File: config.mk
export PLATFORM = sky130hd
export DESIGN_NAME = mem_copy_dma_flat
export DESIGN_NICKNAME = d
export VERILOG_FILES = /design/src/rtl/mem_copy_dma_if.sv /design/src/rtl/mem_copy_dma.sv /design/src/flat_wrapper.sv
export SDC_FILE = /design/constraint.sdc
export NUM_CORES = 1
export LEC_CHECK = 0
export CAP_MARGIN = 20
export CORE_MARGIN = 4
export CORE_UTILIZATION = 30
export CTS_BUF_LIST = sky130_fd_sc_hd__clkbuf_4
export DETAILED_ROUTE_END_ITERATION = 8
export PLACE_DENSITY = 0.56
export SYNTH_ARGS = -nofsm -noshare
export SYNTH_HDL_FRONTEND = slang
export SYNTH_SLANG_ARGS = --single-unit
File: constraint.sdc
create_clock -name clock -period 3.4 [get_ports clock]
set_clock_uncertainty 0.15 [all_clocks]
set_input_delay 0.51 -clock clock [delete_from_list [all_inputs] [get_ports clock]]
set_output_delay 0.51 -clock clock [all_outputs]
set_load 0.02 [all_outputs]
File: src/rtl/mem_copy_dma_if.sv
// mem_copy_dma_if: command, source-read, destination-write and status signals of the copy engine.
//   master modport: the copy engine (accepts commands, drives both memory ports and status).
//   slave modport : the environment (issues commands, serves reads, accepts writes).
interface mem_copy_dma_if #(
    parameter int DATA_WIDTH     = 8,
    parameter int SRC_ADDR_WIDTH = 32,
    parameter int DST_ADDR_WIDTH = 26,
    parameter int LEN_WIDTH      = 16
);
    logic                      cmd_valid;
    logic                      cmd_ready;
    logic [SRC_ADDR_WIDTH-1:0] cmd_src_addr;
    logic [DST_ADDR_WIDTH-1:0] cmd_dst_addr;
    logic [LEN_WIDTH-1:0]      cmd_length;
    logic                      src_rd_en;
    logic [SRC_ADDR_WIDTH-1:0] src_rd_addr;
    logic [DATA_WIDTH-1:0]     src_rd_data;
    logic                      dst_wr_en;
    logic [DST_ADDR_WIDTH-1:0] dst_wr_addr;
    logic [DATA_WIDTH-1:0]     dst_wr_data;
    logic                      dst_wr_ready;
    logic                      busy;
    logic                      done;
    logic [LEN_WIDTH-1:0]      words_written;

    modport master (
        input  cmd_valid, cmd_src_addr, cmd_dst_addr, cmd_length, src_rd_data, dst_wr_ready,
        output cmd_ready, src_rd_en, src_rd_addr, dst_wr_en, dst_wr_addr, dst_wr_data,
               busy, done, words_written
    );

    modport slave (
        output cmd_valid, cmd_src_addr, cmd_dst_addr, cmd_length, src_rd_data, dst_wr_ready,
        input  cmd_ready, src_rd_en, src_rd_addr, dst_wr_en, dst_wr_addr, dst_wr_data,
               busy, done, words_written
    );
endinterface

File: src/rtl/mem_copy_dma.sv
// mem_copy_dma: single-channel block copy from host memory reads to controller memory writes.
//   clock   : sole clock, rising edge
//   reset_n : synchronous active-low reset
//   bus     : command (valid/ready, src/dst address, length), source read port (en/addr/data,
//             data one cycle after en), destination write port (en/addr/data/ready) and
//             status (busy, done pulse, words_written).
module mem_copy_dma #(
    parameter int DATA_WIDTH     = 8,
    parameter int SRC_ADDR_WIDTH = 32,
    parameter int DST_ADDR_WIDTH = 26,
    parameter int LEN_WIDTH      = 16,
    parameter int FIFO_DEPTH     = 4
) (
    input  logic           clock,
    input  logic           reset_n,
    mem_copy_dma_if.master bus
);
    typedef enum logic [1:0] {IDLE, READ, DRAIN, DONE} state_t;

    localparam int AW = $clog2(FIFO_DEPTH);
    localparam logic [AW:0] DEPTH_C = (AW+1)'(FIFO_DEPTH);

    state_t                    state_q, state_d;
    logic [SRC_ADDR_WIDTH-1:0] src_addr_q, src_addr_d;
    logic [DST_ADDR_WIDTH-1:0] dst_addr_q, dst_addr_d;
    logic [LEN_WIDTH-1:0]      len_q, len_d;
    logic [LEN_WIDTH-1:0]      rd_rem_q, rd_rem_d;
    logic [LEN_WIDTH-1:0]      wr_cnt_q, wr_cnt_d;
    logic [AW-1:0]             wr_ptr_q, wr_ptr_d;
    logic [AW-1:0]             rd_ptr_q, rd_ptr_d;
    logic [AW:0]               count_q, count_d;
    logic [AW:0]               occ;
    logic                      inflight_q;
    logic [DATA_WIDTH-1:0]     fifo_q [FIFO_DEPTH];
    logic                      active, issue, push, pop;

    always_comb begin
        active     = (state_q == READ) || (state_q == DRAIN);
        // An issued read occupies a FIFO slot until its data lands, so it counts toward the limit.
        occ        = count_q + (AW+1)'(inflight_q);
        issue      = (state_q == READ) && (rd_rem_q != '0) && (occ < DEPTH_C);
        push       = inflight_q;
        pop        = active && (count_q != '0) && bus.dst_wr_ready;
        state_d    = state_q;
        src_addr_d = src_addr_q + SRC_ADDR_WIDTH'(issue);
        dst_addr_d = dst_addr_q + DST_ADDR_WIDTH'(pop);
        len_d      = len_q;
        rd_rem_d   = rd_rem_q - LEN_WIDTH'(issue);
        wr_cnt_d   = wr_cnt_q + LEN_WIDTH'(pop);
        wr_ptr_d   = wr_ptr_q + AW'(push);
        rd_ptr_d   = rd_ptr_q + AW'(pop);
        count_d    = count_q + (AW+1)'(push) - (AW+1)'(pop);
        case (state_q)
            IDLE: if (bus.cmd_valid) begin
                src_addr_d = bus.cmd_src_addr;
                dst_addr_d = bus.cmd_dst_addr;
                len_d      = bus.cmd_length;
                rd_rem_d   = bus.cmd_length;
                wr_cnt_d   = '0;
                state_d    = (bus.cmd_length == '0) ? DONE : READ;
            end
            READ:  state_d = (issue && rd_rem_q == LEN_WIDTH'(1)) ? DRAIN : READ;
            DRAIN: state_d = (pop && wr_cnt_q + LEN_WIDTH'(1) == len_q) ? DONE : DRAIN;
            DONE:  state_d = IDLE;
        endcase
    end

    assign bus.cmd_ready     = (state_q == IDLE);
    assign bus.src_rd_en     = issue;
    assign bus.src_rd_addr   = src_addr_q;
    assign bus.dst_wr_en     = active && (count_q != '0);
    assign bus.dst_wr_addr   = dst_addr_q;
    assign bus.dst_wr_data   = fifo_q[rd_ptr_q];
    assign bus.busy          = active;
    assign bus.done          = (state_q == DONE);
    assign bus.words_written = wr_cnt_q;

    always_ff @(posedge clock) begin
        if (!reset_n) begin
            state_q    <= IDLE;
            src_addr_q <= '0;
            dst_addr_q <= '0;
            len_q      <= '0;
            rd_rem_q   <= '0;
            wr_cnt_q   <= '0;
            wr_ptr_q   <= '0;
            rd_ptr_q   <= '0;
            count_q    <= '0;
            inflight_q <= 1'b0;
        end else begin
            state_q    <= state_d;
            src_addr_q <= src_addr_d;
            dst_addr_q <= dst_addr_d;
            len_q      <= len_d;
            rd_rem_q   <= rd_rem_d;
            wr_cnt_q   <= wr_cnt_d;
            wr_ptr_q   <= wr_ptr_d;
            rd_ptr_q   <= rd_ptr_d;
            count_q    <= count_d;
            inflight_q <= issue;
        end
    end

    // Storage needs no reset: the pointers and count define which entries are live.
    always_ff @(posedge clock) begin
        if (push) fifo_q[wr_ptr_q] <= bus.src_rd_data;
    end
endmodule
File: src/flat_wrapper.sv
// flat-port wrapper written by rule: the top's interface ports become plain ports
module mem_copy_dma_flat 
#(
    parameter int DATA_WIDTH     = 8,
    parameter int SRC_ADDR_WIDTH = 32,
    parameter int DST_ADDR_WIDTH = 26,
    parameter int LEN_WIDTH      = 16,
    parameter int FIFO_DEPTH     = 4
)
  (clock, reset_n, bus_cmd_valid, bus_cmd_src_addr, bus_cmd_dst_addr, bus_cmd_length, bus_src_rd_data, bus_dst_wr_ready, bus_cmd_ready, bus_src_rd_en, bus_src_rd_addr, bus_dst_wr_en, bus_dst_wr_addr, bus_dst_wr_data, bus_busy, bus_done, bus_words_written);
  mem_copy_dma_if #(.DATA_WIDTH(DATA_WIDTH), .SRC_ADDR_WIDTH(SRC_ADDR_WIDTH), .DST_ADDR_WIDTH(DST_ADDR_WIDTH), .LEN_WIDTH(LEN_WIDTH)) bus_i ();
  input  logic clock;
  input  logic reset_n;
  input wire logic [$bits(bus_i.cmd_valid)-1:0] bus_cmd_valid;
  input wire logic [$bits(bus_i.cmd_src_addr)-1:0] bus_cmd_src_addr;
  input wire logic [$bits(bus_i.cmd_dst_addr)-1:0] bus_cmd_dst_addr;
  input wire logic [$bits(bus_i.cmd_length)-1:0] bus_cmd_length;
  input wire logic [$bits(bus_i.src_rd_data)-1:0] bus_src_rd_data;
  input wire logic [$bits(bus_i.dst_wr_ready)-1:0] bus_dst_wr_ready;
  output wire logic [$bits(bus_i.cmd_ready)-1:0] bus_cmd_ready;
  output wire logic [$bits(bus_i.src_rd_en)-1:0] bus_src_rd_en;
  output wire logic [$bits(bus_i.src_rd_addr)-1:0] bus_src_rd_addr;
  output wire logic [$bits(bus_i.dst_wr_en)-1:0] bus_dst_wr_en;
  output wire logic [$bits(bus_i.dst_wr_addr)-1:0] bus_dst_wr_addr;
  output wire logic [$bits(bus_i.dst_wr_data)-1:0] bus_dst_wr_data;
  output wire logic [$bits(bus_i.busy)-1:0] bus_busy;
  output wire logic [$bits(bus_i.done)-1:0] bus_done;
  output wire logic [$bits(bus_i.words_written)-1:0] bus_words_written;
  assign bus_i.cmd_valid = bus_cmd_valid;
  assign bus_i.cmd_src_addr = bus_cmd_src_addr;
  assign bus_i.cmd_dst_addr = bus_cmd_dst_addr;
  assign bus_i.cmd_length = bus_cmd_length;
  assign bus_i.src_rd_data = bus_src_rd_data;
  assign bus_i.dst_wr_ready = bus_dst_wr_ready;
  assign bus_cmd_ready = bus_i.cmd_ready;
  assign bus_src_rd_en = bus_i.src_rd_en;
  assign bus_src_rd_addr = bus_i.src_rd_addr;
  assign bus_dst_wr_en = bus_i.dst_wr_en;
  assign bus_dst_wr_addr = bus_i.dst_wr_addr;
  assign bus_dst_wr_data = bus_i.dst_wr_data;
  assign bus_busy = bus_i.busy;
  assign bus_done = bus_i.done;
  assign bus_words_written = bus_i.words_written;
  mem_copy_dma #(.DATA_WIDTH(DATA_WIDTH), .SRC_ADDR_WIDTH(SRC_ADDR_WIDTH), .DST_ADDR_WIDTH(DST_ADDR_WIDTH), .LEN_WIDTH(LEN_WIDTH), .FIFO_DEPTH(FIFO_DEPTH)) u_core (.clock(clock), .reset_n(reset_n), .bus(bus_i));
endmodule
## Word-level counts from Yosys, hierarchy flattened

Memory sizes are Yosys's and may differ from the RTL's. A register that Yosys moved wholly into a read port is not among the register bits.
Cells that the tools add are included.

| word-level totals | value |
|---|---|
| register bits | 116 |
| bits in latches | 0 |
| memory bits (writable) | 32 |
| memory bits (read-only) | 0 |
| input bits | 86 |
| output and inout bits | 87 |
| memories kept | 1 |

| operators by class | value |
|---|---|
| $add $sub $neg | 9 |
| $mul | 0 |
| divide/modulo/power cells | 0 |
| $lt $le $gt $ge | 1 |
| equality and inequality tests | 6 |
| shift operators | 0 |
| muxes and demuxes | 16 |
| bitwise gates (word level) | 0 |
| reductions and logical operators | 12 |

Memory list:

| name | depth | width | read ports | clocked after Yosys merged registers in | write ports | RTL line | RTL |
|---|---|---|---|---|---|---|---|
| u_core.fifo_q | 4 | 8 | 1 | 1 | 1 | mem_copy_dma.sv:34 | `logic [DATA_WIDTH-1:0] fifo_q [FIFO_DEPTH];` |

Operators by type and width:

| kind | number |
|---|---|
| $mux W16 | 4 |
| $mux W32 | 2 |
| $mux W26 | 2 |
| $add A32 B1 Y32 | 1 |
| $add A26 B1 Y26 | 1 |
| $add A16 B1 Y16 | 1 |
| $add A16 B1 Y16 const B | 1 |
| $eq A16 B1 Y1 const B | 1 |
| $eq A16 B16 Y1 | 1 |
| $logic_not A16 Y1 | 1 |
| $reduce_bool A16 Y1 | 1 |
| $sub A16 B1 Y16 | 1 |
| $mux W2 | 4 |
| $pmux W2 S4 | 1 |
| $logic_and A1 B1 Y1 | 6 |
| $add A2 B1 Y2 | 2 |
| $eq A2 B2 Y1 const B | 2 |
| $add A3 B1 Y3 | 1 |
| $lt A3 B3 Y1 const B | 1 |
| $mux W1 | 3 |
| $reduce_bool A3 Y1 | 1 |
| $sub A3 B1 Y3 | 1 |
| $eq A2 B1 Y1 const B | 1 |
| $logic_not A2 Y1 | 1 |
| 3 further kinds | 3 |

## Logic depth before layout (Yosys ltp)

| depth | value |
|---|---|
| depth after elaboration | 7 |
| depth in mapped cells | 13 |
| mapped depth without buffers | 12 |

## Worst setup path before layout

Ideal clock, no wire load.

| timing path | value |
|---|---|
| kind | reg-to-reg |
| from | register u_core.inflight_q |
| to | register u_core.src_addr_q[28] (netlist: u_core.bus.src_rd_addr[28]) |
| data arrival time | 3032 ps |
| setup slack | 85 ps |
| stages on the path, launching flop included | 14 |
| period minus slack after synthesis | 3315 ps |
| cell sequence | dfxtp_1 -> ha_1 -> ha_1 -> xor2_1 -> or2_2 -> nor2_1 -> ha_1 -> ha_1 -> nand4_1 -> or2_1 -> buf_2 -> nor4_2 -> xnor2_1 -> a21oi_1 |

| between the ends | value |
|---|---|
| cells in the longest elaborated chain, start to end | 6 |

RTL lines:

| what | RTL line | RTL |
|---|---|---|
| from (decl) | mem_copy_dma.sv:33 | `logic inflight_q;` |
| from (signal assigned) | mem_copy_dma.sv:100 | `inflight_q <= issue;` |
| $add A3 B1 Y3 * | mem_copy_dma.sv:40 | `occ = count_q + (AW+1)'(inflight_q);` |
| $lt A3 B3 Y1 * | mem_copy_dma.sv:41 | `issue = (state_q == READ) && (rd_rem_q != '0) && (occ < DEPTH_C);` |
| $logic_and A1 B1 Y1 * | mem_copy_dma.sv:41 |  |
| named net bus_src_rd_en | flat_wrapper.sv:21 | `output wire logic [$bits(bus_i.src_rd_en)-1:0] bus_src_rd_en;` |
| $add A32 B1 Y32 * | mem_copy_dma.sv:45 | `src_addr_d = src_addr_q + SRC_ADDR_WIDTH'(issue);` |
| $mux W32 | mem_copy_dma.sv:54 | `IDLE: if (bus.cmd_valid) begin` |
| $mux W32 * | mem_copy_dma.sv:53 | `case (state_q)` |
| to (signal assigned) | mem_copy_dma.sv:92 | `src_addr_q <= src_addr_d;` |
| to (decl) | mem_copy_dma.sv:24 | `logic [SRC_ADDR_WIDTH-1:0] src_addr_q, src_addr_d;` |

Mark *: on every way through the listed nets, which the timed path passes. The rest lies on a longest branch.
A chain may end at the register's enable or synchronous reset.

## Final worst setup path

| timing path | value |
|---|---|
| from | register u_core.rd_rem_q[8] |
| to | output bus_src_rd_en |

| between the ends | value |
|---|---|
| cells in the longest elaborated chain, start to end | 3 |

RTL lines:

| what | RTL line | RTL |
|---|---|---|
| from (decl) | mem_copy_dma.sv:27 | `logic [LEN_WIDTH-1:0] rd_rem_q, rd_rem_d;` |
| from (signal assigned) | mem_copy_dma.sv:95 | `rd_rem_q <= rd_rem_d;` |
| $reduce_bool A16 Y1 | mem_copy_dma.sv:41 |  |
| $logic_and A1 B1 Y1 (2 in a row) | mem_copy_dma.sv:41 |  |
| to (decl) | flat_wrapper.sv:21 |  |

No other way between the ends.

==> impl_metrics.py <==
metrics = {
    "outcome": {
        "status": "completed",
    },
    "clocking": {
        "clock_tree.root_cell": "clkbuf_4",
        "path_clk_slew_ns": 0.15,
        "clkLatencyLatePin_ns": 0.54,
        "cts.sinks": 148,
        "h-tree-depth": 4,
        "cts_hold_buf": 0,
        "cts_buffers": 17,
        "clockBufferDepth": 2,
        "cts_tree": "yes",
    },
    "logic_synthesis": {
        "avgSynthCellArea_um2": 9.22,
        "synth_top_area_frac": 0.323,
        "netlist_area_mm2": 0.00719,
        "synth_area_leader_cell": "dfxtp_1",
        "synth_ff_type": "dfxtp_1",
        "synth_cell_types": 48,
        "ys_seq_area_frac": 0.457,
        "ys_ff_latch": 148,
        "synth_cells": 780,
        "synthTopCellsByArea": "dfxtp_1, edfxtp_1, xnor2_1",
        "yosysWarnings": 0,
        "synth_nets": 886,
        "netlist_top_cells_count": "dfxtp_1, nor2_1, nand2_1",
        "async_flop_share": 0,
        "yosysMostFrequentCell": "dfxtp_1",
        "synth_edf_count": 32,
    },
    "hold_path": {
        "holdPathEnd": "u_core.len_q[14]$_SDFFE_PN0P_",
        "hold_depth": 2,
        "hp-class": "register to register",
        "worstHoldStart": "u_core.len_q[14]$_SDFFE_PN0P_",
    },
    "placement": {
        "place.gp.congestion": 0.792,
        "hpwl_mm": 14.3,
        "portBuffers": 172,
        "dpl.cell_count": 1241,
    },
    "worst_setup_path": {
        "worstSetupPathType": "register to primary output",
        "path_buf_inv": 2,
        "worstSetupEndpointType": "primary output",
        "critPathMaxStageDelay_ns": 0.57,
        "worstReg2RegEnd": "u_core.bus.src_rd_addr[28]$_SDFF_PN0_",
        "start_kind": "register",
        "regToRegSetupSlack_ns": 0.27,
        "cp_max_fo": 5,
        "crit_arrival_ns": 2.55,
        "cp.required_ns": 2.74,
        "cp_slowest_cell": "or4_4",
        "ff2ff_path_depth": 12,
        "reg2reg_from": "u_core.inflight_q$_SDFF_PN0_",
        "crit_family": "simple AND/OR/NAND/NOR gates",
        "worstPathCellList": "or4_4 -> nor4_2 -> nand3_2 -> nor2_1 -> nor2_2 -> buf_4 -> dlygate4sd2_1",
    },
    "die": {
        "core_area_mm2": 0.0235,
        "ios": 173,
        "die_area_mm2": 0.0265,
        "die_x_um": 163,
        "die_h_um": 163,
        "start_util": 0.305,
        "rows": 56,
    },
    "power": {
        "power.net_switching_mw": 2.53,
        "share_comb_of_total_power": 0.409,
        "swShare": 0.405,
        "p_int_mw": 3.71,
        "p_leak_nw": 3.25,
        "clkPwrFrac": 0.177,
        "ir_drop_mv": 0.256,
        "p_seq_frac": 0.414,
        "power_per_cell_area_mw_per_mm2": 651,
    },
    "route": {
        "ant_nets": 0,
        "vias": 6038,
        "initialDrtViolationCount": 295,
        "firstDrtPassIters": 4,
        "viasPerCell": 4.74,
        "wl_per_cell_um": 15.1,
        "routed_wl_mm": 19.2,
        "drcViolationCount": 0,
    },
    "flow_run": {
        "maxCapViolations": 0,
    },
    "sta": {
        "min_period_over_period": 0.943,
        "rsz0062_at_grt": "false",
        "relSlewSlack": 0.477,
        "drv_slew": 0,
        "whs_ns": 0.327,
        "worstMarginPinSlew_ns": 0.781,
        "setup_viol": 0,
        "hold_viol": 0,
        "min_period_ns": 3.21,
        "finalSetupTns_ns": 0,
        "max_freq_mhz": 312,
    },
    "finish": {
        "ff_latch_area_mm2": 0.00328,
        "final_cells": 1275,
        "drive_gt1_frac": 0.0785,
        "area_growth_pct": 33.4,
        "nets": 1048,
        "multi_input_area_mm2": 0.00369,
        "final_util": 0.407,
        "fill_cells": 2463,
    },
    "grt": {
        "grt_pass1_vias": 5868,
        "grt_max_degree": 79,
        "grt_overflow": 0,
        "grt_first_pass_wirelength_mm": 31.0,
        "track_usage": 0.145,
        "antenna_found_initial": 3,
    },
}
-- power by group through the flow --
stage                     combinational (mW)  sequential [mW]  clock, mW
after floorplan                         1.33             2.79          0
after global placement                  2.56             2.62          0
after detailed placement                2.56             2.62          0
after CTS                               2.57             2.59       1.17
after global routing                    2.82             2.65       1.25
final                                   2.55             2.58       1.11
-- cell type report --
cell class,instances,share of cell area
multi-input cells,570,0.385
flip-flops and latches,148,0.343
repair buffers,187,0.194
well taps,319,0.0416
clock inverters,15,0.0167
clock buffers,17,0.0133
inverters,18,0.00705
diodes,1,0.000261
-- through the flow --
step	setup WS (ns)	instance area, um^2	total power [mW]
3_3_place_gp	0.126	9280	5.18
4_1_cts	0.0806	9570	6.33
5_1_grt	0.00924	9590	6.72
6_report	0.194	9590	6.24
3_5_place_dp	0.0519	9280	5.18
2_1_floorplan	0.0853	7190	4.12
-- worst max path at each step --
stage	startpoint	end	slack [ns]	cells past startpoint
after floorplan	u_core.inflight_q$_SDFF_PN0_	u_core.bus.src_rd_addr[28]$_SDFF_PN0_	0.09	13
after global placement	u_core.inflight_q$_SDFF_PN0_	u_core.bus.src_rd_addr[28]$_SDFF_PN0_	0.13	12
after detailed placement	u_core.inflight_q$_SDFF_PN0_	u_core.bus.src_rd_addr[28]$_SDFF_PN0_	0.05	12
after CTS	u_core.rd_rem_q[2]$_SDFF_PN0_	bus_src_rd_en	0.08	7
after global routing	u_core.rd_rem_q[2]$_SDFF_PN0_	bus_src_rd_en	0.009	7
final	u_core.rd_rem_q[8]$_SDFF_PN0_	bus_src_rd_en	0.19	7
-- placed cells by master, fill, tap and decap left out, types with 3 or more instances in the layout --
cell type / instances
clkdlybuf4s50_1: 171
dfxtp_1: 115
nor2_1: 91
nand2_1: 82
xnor2_1: 64
a21oi_1: 45
xor2_1: 33
o21ai_0: 32
a211oi_1: 32
edfxtp_1: 32
nand3_1: 27
nor3_1: 21
ha_1: 19
nand4_1: 18
inv_1: 17
clkbuf_4: 17
and3_1: 13
buf_4: 13
or3_1: 10
and4_1: 10
nor4_1: 9
mux4_2: 8
a311oi_1: 8
and2_1: 6
a31oi_1: 5
inv_6: 5
nand2b_1: 4
inv_8: 4
nor4_2: 3
nand3_2: 3
clkinvlp_4: 3
clkinv_8: 3
-- tightest hold or removal path, cell delays in order, from the launching register on --
cell	delay (ns)
dfxtp_1	0.35
nand2_1	0.05
a21oi_1	0.05
-- registers in the layout, summed over array words and instances (netlist names) --
register                  flops
u_core.bus.words_written     16
u_core.bus.src_rd_addr       32
u_core.count_q                3
u_core.rd_ptr_q               2
u_core.rd_rem_q              16
u_core.wr_ptr_q               2
u_core.bus.dst_wr_addr       26
u_core.inflight_q             1
u_core.fifo_q                32
u_core.state_q                2
u_core.len_q                 16
-- logic make-up (layout without fill, tap and decap cells) --
| logic type | count (synthesis) | in the layout | synth area share |
|---|---|---|---|
| other | 0 | 1 | 0 |
| xor gates and xnor gates | 97 | 97 | 0.118 |
| AOI/OAI and AO/OA | 130 | 130 | 0.111 |
| adders and majority gates | 20 | 20 | 0.0348 |
| DFF | 148 | 148 | 0.457 |
| and+or+nand+nor | 314 | 314 | 0.220 |
| buffers and inverters | 62 | 237 | 0.0329 |
| muxes | 9 | 9 | 0.0265 |
-- routing by layer --
layer | part of all wire | vias to the layer above | track usage
met2 | 0.46 | 146 | 0.228
met5 | 0.0018 | - | 0
met1 | 0.46 | 2792 | 0.192
met4 | 0.0069 | 4 | 0.0362
li1 | - | 3085 | -
met3 | 0.077 | 11 | 0.0521
-- timing repair --
item,4_1_cts,5_1_grt
endpoints found under the setup margin,1,5
gates resized for setup,2,4
gates cloned,0,0
pin swaps,0,1
buffers inserted,0,1
Note: power is estimated with default switching activity, not from simulation.
